[src/rtl/chan_scan_pkg.sv]
// chan_scan_pkg
//   Shared definitions for the channel scan multiplexer.
//   - mode_e : encoding of the 2-bit mode input (reserved code acts as HOLD)
//   - clog2  : ceiling log2, used to size the channel select
package chan_scan_pkg;

    typedef enum logic [1:0] {
        MODE_DIRECT = 2'd0,
        MODE_SCAN   = 2'd1,
        MODE_HOLD   = 2'd2,
        MODE_RSVD   = 2'd3
    } mode_e;

    // Smallest r with 2**r >= v; callers only pass v >= 2.
    function automatic int clog2(input int v);
        int r;
        r = 0;
        while ((1 << r) < v) r++;
        return r;
    endfunction

endpackage

[src/rtl/onehot_dec.sv]
// onehot_dec
//   Combinational SW-to-N one-hot decoder. An index with no matching
//   channel (idx >= N) produces an all-zero vector.
// Ports:
//   idx  in  SW  channel index
//   oh   out N   one-hot decode of idx
module onehot_dec #(
    parameter int N  = 32,
    parameter int SW = 5
) (
    input  logic [SW-1:0] idx,
    output logic [N-1:0]  oh
);

    always_comb begin
        oh = '0;
        for (int i = 0; i < N; i++) begin
            oh[i] = (idx == SW'(i));
        end
    end

endmodule

[src/rtl/chan_scan_mux.sv]
// chan_scan_mux
//   Registered N-to-1 channel selector with DIRECT, SCAN and HOLD modes.
//   In SCAN the index walks 0..N-1 and wraps, and each full sweep is
//   assembled into an N-bit snapshot word.
// Ports:
//   clk       in  1   rising-edge clock
//   rst_n     in  1   synchronous active-low reset
//   in_bits   in  N   channel inputs
//   mode      in  2   0 DIRECT, 1 SCAN, 2 HOLD, 3 reserved (HOLD)
//   sel       in  SW  requested channel (DIRECT only)
//   y         out 1   selected bit, registered
//   out_sel   out SW  index that produced the current y
//   sel_err   out 1   pulse: out-of-range DIRECT sel rejected
//   cap_word  out N   last complete scan snapshot (bit k = channel k)
//   cap_valid out 1   pulse: cap_word just updated
module chan_scan_mux
    import chan_scan_pkg::*;
#(
    parameter  int N  = 32,
    localparam int SW = clog2(N)
) (
    input  logic          clk,
    input  logic          rst_n,
    input  logic [N-1:0]  in_bits,
    input  logic [1:0]    mode,
    input  logic [SW-1:0] sel,
    output logic          y,
    output logic [SW-1:0] out_sel,
    output logic          sel_err,
    output logic [N-1:0]  cap_word,
    output logic          cap_valid
);

    // One extra bit so N itself is representable when N is a power of two.
    localparam logic [SW:0]   N_EXT = (SW+1)'(N);
    localparam logic [SW-1:0] LAST  = SW'(N - 1);

    logic [SW-1:0] sel_q;
    mode_e         mode_q;
    logic          y_scan;
    logic [N-1:0]  part;
    logic          sweep_ok;

    logic [N-1:0]  sel_oh;
    logic          y_next;
    logic          scan_now;
    logic          scan_entry;
    logic          sel_ok;

    onehot_dec #(
        .N  (N),
        .SW (SW)
    ) u_dec (
        .idx (sel_q),
        .oh  (sel_oh)
    );

    // Decode-AND-OR selection: no priority chain.
    assign y_next     = |(sel_oh & in_bits);
    assign scan_now   = (mode == MODE_SCAN);
    assign scan_entry = scan_now && (mode_q != MODE_SCAN);
    assign sel_ok     = ({1'b0, sel} < N_EXT);

    always_ff @(posedge clk) begin
        if (!rst_n) begin
            sel_q     <= '0;
            mode_q    <= MODE_HOLD;
            y_scan    <= 1'b0;
            part      <= '0;
            sweep_ok  <= 1'b0;
            y         <= 1'b0;
            out_sel   <= '0;
            sel_err   <= 1'b0;
            cap_word  <= '0;
            cap_valid <= 1'b0;
        end else begin
            sel_err   <= 1'b0;
            cap_valid <= 1'b0;
            mode_q    <= mode_e'(mode);

            // Output stage: y/out_sel always trail sel_q by one edge.
            y       <= y_next;
            out_sel <= sel_q;
            y_scan  <= scan_now && !scan_entry;

            // Index update.
            case (mode)
                MODE_DIRECT: begin
                    if (sel_ok) sel_q <= sel;
                    else        sel_err <= 1'b1;
                end
                MODE_SCAN: begin
                    if (scan_entry)          sel_q <= '0;
                    else if (sel_q == LAST)  sel_q <= '0;
                    else                     sel_q <= sel_q + SW'(1);
                end
                default: ;  // HOLD / reserved: index frozen
            endcase

            // Snapshot assembly. Leaving SCAN kills the sweep, including
            // a scan sample still sitting in y.
            if (!scan_now) begin
                sweep_ok <= 1'b0;
                part     <= '0;
            end else if (scan_entry) begin
                sweep_ok <= 1'b1;
                part     <= '0;
            end else if (y_scan && sweep_ok) begin
                if (out_sel == LAST) begin
                    cap_word  <= {y, part[N-2:0]};
                    cap_valid <= 1'b1;
                    part      <= '0;
                end else begin
                    part[out_sel] <= y;
                end
            end
        end
    end

endmodule

[config.mk]
export PLATFORM = sky130hd
export DESIGN_NAME = chan_scan_mux
export DESIGN_NICKNAME = d
export VERILOG_FILES = /design/src/rtl/chan_scan_pkg.sv /design/src/rtl/onehot_dec.sv /design/src/rtl/chan_scan_mux.sv
export SDC_FILE = /design/constraint.sdc
export NUM_CORES = 1
export LEC_CHECK = 0
export BUFFER_PORTS_ARGS = -buffer_cell sky130_fd_sc_hd__clkbuf_2
export CORE_MARGIN = 2
export CORE_UTILIZATION = 45
export DETAILED_ROUTE_END_ITERATION = 12
export HOLD_SLACK_MARGIN = 0.03
export PLACE_DENSITY = 0.75
export SLEW_MARGIN = 20
export SYNTH_ARGS = -nofsm -noshare
export SYNTH_HDL_FRONTEND = slang
export SYNTH_SLANG_ARGS = --single-unit
[constraint.sdc]
create_clock -name clk -period 5.35 [get_ports clk]
set_clock_uncertainty 0.2 [all_clocks]
set_input_delay 0.2675 -clock clk [delete_from_list [all_inputs] [get_ports clk]]
set_output_delay 0.2675 -clock clk [all_outputs]
set_load 0.05 [all_outputs]
==> reports/metrics.csv, run 1 <==
metric,value,unit
CTS root buf,clkbuf_8,
syn_nets,447,
WHS Endpoint,sel_q[4],
crit path time final,2.54,ns
DP Cell Count,545,
Via density,5.56,
"commonest cells after routing, fill and taps aside","79 x dfxtp_1, 79 x clkbuf_2, 74 x nand2_1, 60 x a21oi_1, 19 x nand3_1",
Antenna Cells,0,
max-slew violations,0,
total number of vias,3127,
final instance area,3980,µm²
Multi-input gate area,1640,µm²
slowest cell on the critical path,nor3b_2,
worst rel slew slack,44.1,%
HPWL after DPL,5.52,mm
count of flip-flops with a built-in enable after synthesis,0,
"Reg clk slew, reported paths",0.08,ns
Num Clock Sinks,79,
Cell Pwr Density,271,nW/µm²
Die Y,91.1,µm
dominant synthesized flop cell,dfxtp_1,
TritonCTS Buffers,9,
drt drc,0,
synth unique cells,47,
"Remaining Overflow, GRT",0,
reg2reg end,cap_word[16],
synth warn,0,
Comb pwr share,7.0,%
Max Cap Viol,0,
Hold/Removal Path Class,in -> reg,
CORE AREA,7290,µm²
DRT iter0 DRCs,183,
Crit. End Element,register,
first-pass GRT wire length,13.3,mm
initial antenna violation count,0,
Filler Cell Count,721,
P_sw,0.000274,W
final core occ,54.6,%
postcts setup bufs,0,
min-delay src,mode[1],
Clock Power Share,36.5,%
H-tree levels,3,
CP required,5.43,ns
first-pass detailed-route iteration total,4,
DIE AREA,8310,µm²
GRT Resource Usage Total,19.5,%
vias in the first global route,2867,
row cnt,31,
Placement Cell Area,3790,µm²
Hold Crit Depth,2,
endpoints failing hold,0,
crit start category,register,
"flops & latches, synth",79,
largest net degree at the start of global routing,47,
gpl congestion,0.838,
CP max stage delay,0.85,ns
mapped cell area,3420,µm²
Slew @ Worst Pin,0.835,ns
CTS Hold Bufs,2,
post-CTS sizing,0,
R2R Path Start,mode_q[1],
die width,91.1,µm
total leakage power,1.50,nW
Clock Latency Late Sink,0.35,ns
ys async rst share,0,%
maximum vdd drop,0.173,mV
Final period util,47.4,%
Final setup viols,0,
Pint,0.000803,W
CTS tree,built,
PortBufs,79,
Reg area,1580,µm²
Starting Density,46.9,%
"Cell Count, Final, Fillers Out",562,
outcome,"finished, final reports clean",
Synth Area per Inst,8.54,µm²
worst-path cell chain,"nand4bb_1, nor3b_2, buf_4, nand2_1, a21oi_1",
Min Hold Slack,0.0676,ns
routed len/inst,14.0,µm
sequential share of power,56.5,%
sequential fraction of the synthesis area,46.3,%
final net count,506,
Layout Area Growth over Synthesis,16.5,%
Reg2Reg Depth,5,
RSZ-0062 raised after global routing,no,
Fmax,394,MHz
fraction of layout cells with a size suffix above 1,22.9,%
Sw Share,25.4,%
CTS Buffer Depth,2,
Crit Path Class,reg -> reg,
"Arr. time, crit path",2.62,ns
Post-Syn Instances,400,
DRT Wirelength,7.88,mm
flop2flop setup slack,2.81,ns
Fin Setup TNS,0,ns
IO Pins,81,
Routed Antenna Nets,0,
CP Max Fanout,19,
cell usage after synthesis, drive strengths merged, types with 3 or more instances:
cell | instances | area share, %
nand4 | 4 | 0.73
inv | 8 | 0.88
o21ai | 5 | 0.73
a21oi | 61 | 9.0
nor3b | 6 | 1.8
clkbuf | 21 | 2.3
dfxtp | 79 | 46
nor2 | 17 | 1.9
a211oi | 6 | 1.7
nor3 | 5 | 0.73
ha | 6 | 2.2
a221oi | 6 | 1.5
nand3 | 19 | 2.8
nand2 | 74 | 8.1
nor2b | 5 | 0.92
buf | 14 | 2.7
nand4b | 3 | 0.77
a32oi | 11 | 2.8
a22oi | 19 | 4.3
mux2i | 6 | 1.8
routing by layer:
metal	up-vias	track usage (%)	wire, µm
met3	17	5.73	411
li1	1539	-	-
met4	0	6.69	148
met2	89	31.2	3750
met1	1482	25.1	3570
met5	-	0	0
layout make-up:
| type | count | share of cell area (%) |
|---|---|---|
| clock inverters | 5 | 0.849 |
| inverters | 8 | 0.754 |
| repair buffers | 83 | 11.0 |
| multi-input cells | 278 | 41.1 |
| flip-flops and latches | 79 | 39.7 |
| clock buffers | 10 | 3.46 |
| well taps | 99 | 3.11 |
metrics by stage:
step           power, W  setup WS [ns]
3_3_place_gp   0.000693           2.60
4_1_cts         0.00109           2.79
2_1_floorplan  0.000669           3.30
6_report        0.00108           2.81
5_1_grt         0.00112           2.62
3_5_place_dp   0.000696           2.67
sequential cells by signal (all words and copies together) (netlist names):
register	cells
cap_word	32
part	31
out_sel	5
sel_q	5
mode_q	2
cap_valid	1
sweep_ok	1
y	1
y_scan	1
worst max-delay path by stage:
stage                           from           end  slack, ns  depth (start not counted)
after detailed placement     mode[1]  cap_word[16]       2.67                          6
after floorplan           out_sel[4]  cap_word[31]       3.30                          7
after global placement       mode[1]  cap_word[10]       2.60                          5
after CTS                  mode_q[1]  cap_word[16]       2.79                          5
after global routing       mode_q[1]  cap_word[16]       2.62                          5
final                      mode_q[1]  cap_word[16]       2.81                          5
power by group through the flow:
stage          clock (W)  sequential [W]  combinational (W)
2_1_floorplan          0        0.000619          0.0000493
3_3_place_gp           0        0.000621          0.0000721
3_5_place_dp           0        0.000622          0.0000737
4_1_cts         0.000403        0.000608          0.0000751
5_1_grt         0.000429        0.000610          0.0000822
6_report        0.000393        0.000608          0.0000753
critical path, delay by kind of cell (launching register included):
| kind | cells | cell delay [ns] |
|---|---|---|
| AO/OA/AOI/OAI | 1 | 0.12 |
| AND/OR/NAND/NOR | 3 | 1.45 |
| flip-flops | 1 | 0.33 |
| buffers and inverters | 1 | 0.35 |
kinds of logic after synthesis:
group	Yosys count	share of synthesized area, %
other cells	1	0.110
flops	79	46.3
mux	6	1.76
fa+ha+maj	6	2.20
xor+xnor	1	0.256
buf+inv	43	5.86
simple gates	149	21.9
compound gates	115	21.7
Power figures use the tool's default switching activity.
==> run 2: changes to the inputs <==
--- a/config.mk
+++ b/config.mk
@@ -5,12 +5,13 @@
 export SDC_FILE = /design/constraint.sdc
 export NUM_CORES = 1
 export LEC_CHECK = 0
+export ABC_AREA = 1
 export BUFFER_PORTS_ARGS = -buffer_cell sky130_fd_sc_hd__clkbuf_2
 export CORE_MARGIN = 2
 export CORE_UTILIZATION = 45
 export DETAILED_ROUTE_END_ITERATION = 12
 export HOLD_SLACK_MARGIN = 0.03
-export PLACE_DENSITY = 0.75
+export PLACE_DENSITY = 0.74
 export SLEW_MARGIN = 20
 export SYNTH_ARGS = -nofsm -noshare
 export SYNTH_HDL_FRONTEND = slang
==> constraint.sdc (replaced) <==
create_clock -name clk -period 2.4 [get_ports clk]
set_clock_uncertainty 0.2 [all_clocks]
set_input_delay 0.12 -clock clk [delete_from_list [all_inputs] [get_ports clk]]
set_output_delay 0.12 -clock clk [all_outputs]
set_load 0.05 [all_outputs]
==> reports/metrics.csv, run 2 <==
metric,value,unit,change
CP Max Fanout,10,,was 19
"Arr. time, crit path",2.25,ns,was 2.62 ns
Multi-input gate area,1790,µm²,was 1640 µm²
Hold Crit Depth,7,,was 2
max reg flops,32,,unchanged
Num Clock Sinks,79,,unchanged
"Remaining Overflow, GRT",0,,unchanged
H-tree levels,3,,unchanged
Layout Area Growth over Synthesis,21.2,%,was 16.5%
Routed Antenna Nets,0,,unchanged
slowest cell on the critical path,dlygate4sd3_1,,was nor3b_2
GRT Resource Usage Total,20.8,%,was 19.5%
Die Y,94.3,µm,was 91.1 µm
dominant synthesized flop cell,dfxtp_1,,unchanged
count of flip-flops with a built-in enable after synthesis,0,,unchanged
gpl congestion,0.852,,was 0.838
CP max stage delay,0.60,ns,was 0.85 ns
"delay-heaviest family, CP",buffers and inverters,,was simple AND/OR/NAND/NOR gates
mapped cell area,3670,µm²,was 3420 µm²
CP required,2.45,ns,was 5.43 ns
"commonest non-fill, non-tap cell in the layout",nand2_1,,
DIE AREA,8890,µm²,was 8310 µm²
first-pass GRT wire length,14.6,mm,was 13.3 mm
"commonest cells after routing, fill and taps aside","85 x nand2_1, 79 x clkbuf_2, 77 x dfxtp_1, 70 x nor2_1, 34 x inv_1",,"was 79 x dfxtp_1, 79 x clkbuf_2, 74 x nand2_1, 60 x a21oi_1, 19 x nand3_1"
initial antenna violation count,0,,unchanged
final instance area,4450,µm²,was 3980 µm²
top post-synthesis cells by area,"dfxtp_1 43%, nand2_1 8.7%, nor2_1 7.2%, nor2_2 5.3%, a21oi_1 4.1%",,"was dfxtp_1 46%, a21oi_1 8.8%, nand2_1 8.1%, a22oi_1 4.0%, a32oi_1 2.8%"
syn_nets,547,,was 447
DRT iter0 DRCs,260,,was 183
Min Hold Slack,0.0412,ns,was 0.0676 ns
endpoints failing hold,0,,unchanged
IO Pins,81,,unchanged
CTS root buf,clkbuf_8,,unchanged
Placement Cell Area,4060,µm²,was 3790 µm²
Crit. End Element,register,,unchanged
Cell Pwr Density,594,nW/µm²,was 271 nW/µm²
Max Cap Viol,0,,unchanged
die width,94.3,µm,was 91.1 µm
Final setup viols,0,,unchanged
HPWL after DPL,6.09,mm,was 5.52 mm
CTS tree,built,,unchanged
"area leader, netlist",dfxtp_1,,unchanged
most frequent cell after synthesis,nand2_1,,was dfxtp_1
CORE AREA,7810,µm²,was 7290 µm²
"top cells by count, synth","85 x nand2_1, 79 x dfxtp_1, 70 x nor2_1",,"was 79 x dfxtp_1, 74 x nand2_1, 60 x a21oi_1"
total leakage power,2.09,nW,was 1.50 nW
TritonCTS Buffers,9,,unchanged
outcome,"finished, final reports clean",,unchanged
crit path time final,2.20,ns,was 2.54 ns
Synth Area per Inst,7.34,µm²,was 8.54 µm²
final net count,632,,was 506
synth warn,0,,unchanged
"flops & latches, synth",79,,unchanged
max-slew violations,0,,unchanged
ys async rst share,0,%,unchanged
Hold/Removal Path Class,in -> reg,,unchanged
Yosys top cell area share,43.1,%,was 46.3%
first-pass detailed-route iteration total,4,,unchanged
fraction of layout cells with a size suffix above 1,24.7,%,was 22.9%
crit start category,register,,unchanged
Slew @ Worst Pin,0.805,ns,was 0.835 ns
"Reg clk slew, reported paths",0.08,ns,about the same
Reg2Reg Depth,6,,was 5
largest net degree at the start of global routing,40,,was 47
sum of buffers and inverters on the critical path,2,,was 1
PortBufs,79,,unchanged
Fmax,455,MHz,was 394 MHz
Final period util,91.6,%,was 47.4%
Reg area,1580,µm²,about the same
RSZ-0062 raised after global routing,no,,unchanged
routed len/inst,12.4,µm,was 14.0 µm
maximum vdd drop,0.307,mV,was 0.173 mV
row cnt,32,,was 31
DRT Wirelength,8.60,mm,was 7.88 mm
final core occ,57.0,%,was 54.6%
Crit Path Class,reg -> reg,,unchanged
Crit. path cell count,6,,was 5
worst rel slew slack,46.3,%,was 44.1%
Post-Syn Instances,500,,was 400
sequential fraction of the synthesis area,43.1,%,was 46.3%
total number of vias,3496,,was 3127
CTS Buffer Depth,2,,unchanged
synth unique cells,35,,was 47
Filler Cell Count,726,,was 721
drt drc,0,,unchanged
Via density,5.05,,was 5.56
Reg with most FFs,cap_word,,unchanged
Starting Density,47.0,%,was 46.9%
Clock Latency Late Sink,0.36,ns,was 0.35 ns
Antenna Cells,0,,unchanged
Top Registers,"cap_word (32), part (31)",,unchanged
vias in the first global route,3222,,was 2867
Fin Setup TNS,0,ns,unchanged
worst-path cell chain,"inv_2, ha_1, nor2_1, a211oi_1, dlygate4sd3_1, a21oi_1",,"was nand4bb_1, nor3b_2, buf_4, nand2_1, a21oi_1"
[run 2: cell count changes in the layout (fill, tap and decap cells not counted), moves of 14 or more]
cell and change:
dlygate4sd3_1 +14, o21ai_0 +20, nor2_2 +31, inv_1 +28, a21oi_1 -30, nor2_1 +53
o21ai_1 +29
[run 2: through the flow]
| stage | setup slack [ns] | std cells | total power, W |
|---|---|---|---|
| final | 0.201 | 692 | 0.00264 |
| after global routing | 0.0450 | 692 | 0.00275 |
| after CTS | 0.0553 | 692 | 0.00266 |
| after detailed placement | 0.379 | 660 | 0.00159 |
| after global placement | 0.438 | 660 | 0.00159 |
| after floorplan | 0.394 | 500 | 0.00152 |
[run 2: kinds of logic after synthesis]
group           count (synthesis)  share of synthesized area (%)
simple gates                  249                           31.3
xor+xnor                        1                          0.239
flops                          79                           43.1
fa+ha+maj                       6                           2.05
buf+inv                        64                           8.39
compound gates                100                           14.8
other cells                     1                          0.102
[run 2: power breakdown]
| part | switching [W] | leakage [nW] | total, W | internal (W) |
|---|---|---|---|---|
| Combinational | 0.000144 | 1.34 | 0.000232 | 0.0000878 |
| Clock | 0.000470 | 0.110 | 0.00105 | 0.000584 |
| Sequential | 0.0000287 | 0.639 | 0.00135 | 0.00133 |
| Total | 0.000643 | 2.09 | 0.00264 | 0.00200 |
[run 2: routing by layer]
| metal | global-route usage [%] | share of wire, % |
|---|---|---|
| met5 | 0 | 0 |
| met4 | 7.49 | 1.6 |
| met3 | 5.78 | 6.7 |
| met2 | 34.3 | 47 |
| met1 | 25.9 | 45 |
[run 2: worst paths after layout]
kind	from	end	slack (ns)
setup / recovery	sel_q[4]	sel_q[4]	0.20
hold / removal	in_bits[25]	y	0.04
setup reg to reg	sel_q[4]	sel_q[4]	0.20
hold reg to reg	part[28]	part[28]	0.27
[run 2: worst register-to-register path: stages, from the launching register on]
cell           delay [ns]
dfxtp_1              0.56
inv_2                0.15
ha_1                 0.31
nor2_1               0.04
a211oi_1             0.19
dlygate4sd3_1        0.60
a21oi_1              0.05
[run 2: cell type report]
cell class | count | share of cell area, %
multi-input cells | 357 | 40.3
flip-flops and latches | 79 | 35.6
repair buffers | 99 | 13.2
inverters | 39 | 3.29
clock buffers | 10 | 2.87
well taps | 102 | 2.87
clock inverters | 6 | 1.89
[run 2: repair_timing]
action | in CTS | in global routing
hold buffers | 16 | 0
resized for setup | 0 | 5
buffers inserted | 0 | 0
endpoints found under the hold margin | 9 | 0
endpoints found under the setup margin | 0 | 1
==> run 3: changes to the inputs <==
--- a/config.mk
+++ b/config.mk
@@ -9,9 +9,11 @@
 export BUFFER_PORTS_ARGS = -buffer_cell sky130_fd_sc_hd__clkbuf_2
 export CORE_MARGIN = 2
 export CORE_UTILIZATION = 45
+export CTS_CLUSTER_DIAMETER = 80
 export DETAILED_ROUTE_END_ITERATION = 12
 export HOLD_SLACK_MARGIN = 0.03
 export PLACE_DENSITY = 0.74
+export REMOVE_ABC_BUFFERS = 1
 export SLEW_MARGIN = 20
 export SYNTH_ARGS = -nofsm -noshare
 export SYNTH_HDL_FRONTEND = slang
==> reports/metrics.csv, run 3 (synthesis results as in run 2) <==
metric,value,unit,change
"commonest non-fill, non-tap cell in the layout",nand2_1,,unchanged
TritonCTS Buffers,9,,unchanged
worst rel slew slack,46.5,%,was 46.3%
Filler Cell Count,743,,was 726
Antenna Cells,0,,unchanged
Hold/Removal Path Class,in -> reg,,unchanged
first-pass detailed-route iteration total,5,,was 4
RSZ-0062 raised after global routing,no,,unchanged
Num Clock Sinks,79,,unchanged
Multi-input gate area,1790,µm²,unchanged
Max Cap Viol,0,,unchanged
Final setup viols,0,,unchanged
CTS Buffer Depth,2,,unchanged
Routed Antenna Nets,0,,unchanged
CP Max Fanout,6,,was 10
Placement Cell Area,4090,µm²,was 4060 µm²
outcome,"finished, final reports clean",,unchanged
Reg area,1580,µm²,unchanged
Cell Pwr Density,595,nW/µm²,was 594 nW/µm²
worst-path cell chain,"ha_4, nand2_1, nor2_1, ha_1, nor2_1, a211oi_1, dlygate4sd3_1, a21oi_1",,"was inv_2, ha_1, nor2_1, a211oi_1, dlygate4sd3_1, a21oi_1"
Final period util,90.8,%,was 91.6%
GRT Resource Usage Total,20.9,%,was 20.8%
drt drc,0,,unchanged
slowest cell on the critical path,dlygate4sd3_1,,unchanged
HPWL after DPL,6.22,mm,was 6.09 mm
endpoints failing hold,0,,unchanged
max-slew violations,0,,unchanged
max reg flops,32,,unchanged
crit path time final,2.18,ns,was 2.20 ns
Via density,4.98,,was 5.05
CP required,2.48,ns,was 2.45 ns
postcts setup bufs,0,,unchanged
"commonest cells after routing, fill and taps aside","85 x nand2_1, 79 x clkbuf_2, 77 x dfxtp_1, 70 x nor2_1, 34 x inv_1",,unchanged
Slew @ Worst Pin,0.801,ns,was 0.805 ns
"Arr. time, crit path",2.26,ns,was 2.25 ns
DIE AREA,8890,µm²,unchanged
Crit. End Element,register,,unchanged
routed len/inst,12.6,µm,was 12.4 µm
final setup margin,0.220,ns,was 0.201 ns
DRT iter0 DRCs,203,,was 260
crit start category,register,,unchanged
PortBufs,79,,unchanged
IO Pins,81,,unchanged
CTS tree,built,,unchanged
Crit Path Class,reg -> reg,,unchanged
final net count,636,,was 632
Layout Area Growth over Synthesis,22.3,%,was 21.2%
gpl congestion,0.963,,was 0.852
Reg with most FFs,cap_word,,unchanged
total leakage power,2.10,nW,was 2.09 nW
CORE AREA,7810,µm²,unchanged
Top Registers,"cap_word (32), part (31)",,unchanged
H-tree levels,3,,unchanged
largest net degree at the start of global routing,40,,unchanged
row cnt,32,,unchanged
CP max stage delay,0.56,ns,was 0.60 ns
total number of vias,3468,,was 3496
vias in the first global route,3270,,was 3222
Clock Latency Late Sink,0.35,ns,was 0.36 ns
Fmax,459,MHz,was 455 MHz
CTS root buf,clkbuf_8,,unchanged
"Reg clk slew, reported paths",0.08,ns,about the same
pre-CTS setup slack,0.403,ns,was 0.379 ns
"Remaining Overflow, GRT",0,,unchanged
die width,94.3,µm,unchanged
DRT Wirelength,8.77,mm,was 8.60 mm
Starting Density,47.0,%,unchanged
maximum vdd drop,0.436,mV,was 0.307 mV
fraction of layout cells with a size suffix above 1,25.3,%,was 24.7%
"Top cell by count, worst path",nor2_1,,
Fin Setup TNS,0,ns,unchanged
final instance area,4490,µm²,was 4450 µm²
first-pass GRT wire length,14.7,mm,was 14.6 mm
initial antenna violation count,0,,unchanged
Die Y,94.3,µm,unchanged
[run 3: cell count changes in the layout (fill, tap and decap cells not counted), sizes merged]
cell and delta:
clkinv -2, clkinvlp +2, buf +4
[run 3: final timing paths]
path                                 start        to  slack (ns)  cells past startpoint
worst max-delay path              sel_q[0]  sel_q[4]        0.22                      8
worst min-delay path            in_bits[9]         y        0.05                      7
worst max register to register    sel_q[0]  sel_q[4]        0.22                      8
worst min register to register    part[28]  part[28]        0.27                      2
[run 3: power by group]
group          switching, W  total, W  leakage [nW]  internal, W
logic              0.000157  0.000248          1.36    0.0000914
registers         0.0000208   0.00135         0.639      0.00133
clock network      0.000481   0.00107         0.103     0.000591
[run 3: area by class of cell]
| class | count | area share [%] |
|---|---|---|
| clock buffer | 10 | 2.85 |
| clock inverter | 6 | 2.06 |
| inverter | 39 | 3.26 |
| multi-input combinational | 357 | 39.9 |
| sequential | 79 | 35.3 |
| tap | 102 | 2.85 |
| timing repair buffer | 103 | 13.7 |
[run 3: stage by stage]
stage | utilization [%] | hold slack [ns] | cells | power (W)
5_1_grt | 57.5 | 0.0475 | 696 | 0.00277
3_5_place_dp | 52.4 | 0.133 | 664 | 0.00160
2_1_floorplan | - | 0.0135 | 475 | 0.00150
3_3_place_gp | 52.4 | 0.131 | 664 | 0.00159
4_1_cts | 57.3 | 0.0327 | 696 | 0.00269
6_report | 57.5 | 0.0452 | 696 | 0.00267
[run 3: timing repair]
action,4_1_cts,5_1_grt
hold buffers,16,0
endpoints found under the hold margin,9,0
endpoints found under the setup margin,0,1
gates resized for setup,0,5
[run 3: worst max-delay path, delay by kind of cell (launching register included)]
family                   cells  cell delay [ns]
adder cells (fa/ha/maj)      2             0.43
AO/OA/AOI/OAI                2             0.17
AND/OR/NAND/NOR              3             0.36
flip-flops                   1             0.39
buffers and inverters        1             0.56
[run 3: routing by layer]
layer	vias up	track usage [%]	part of all wire, %
met5	-	0	0
met4	0	7.13	0.70
met3	7	5.14	6.3
met2	90	35.5	48
met1	1553	25.8	45
li1	1818	-	-
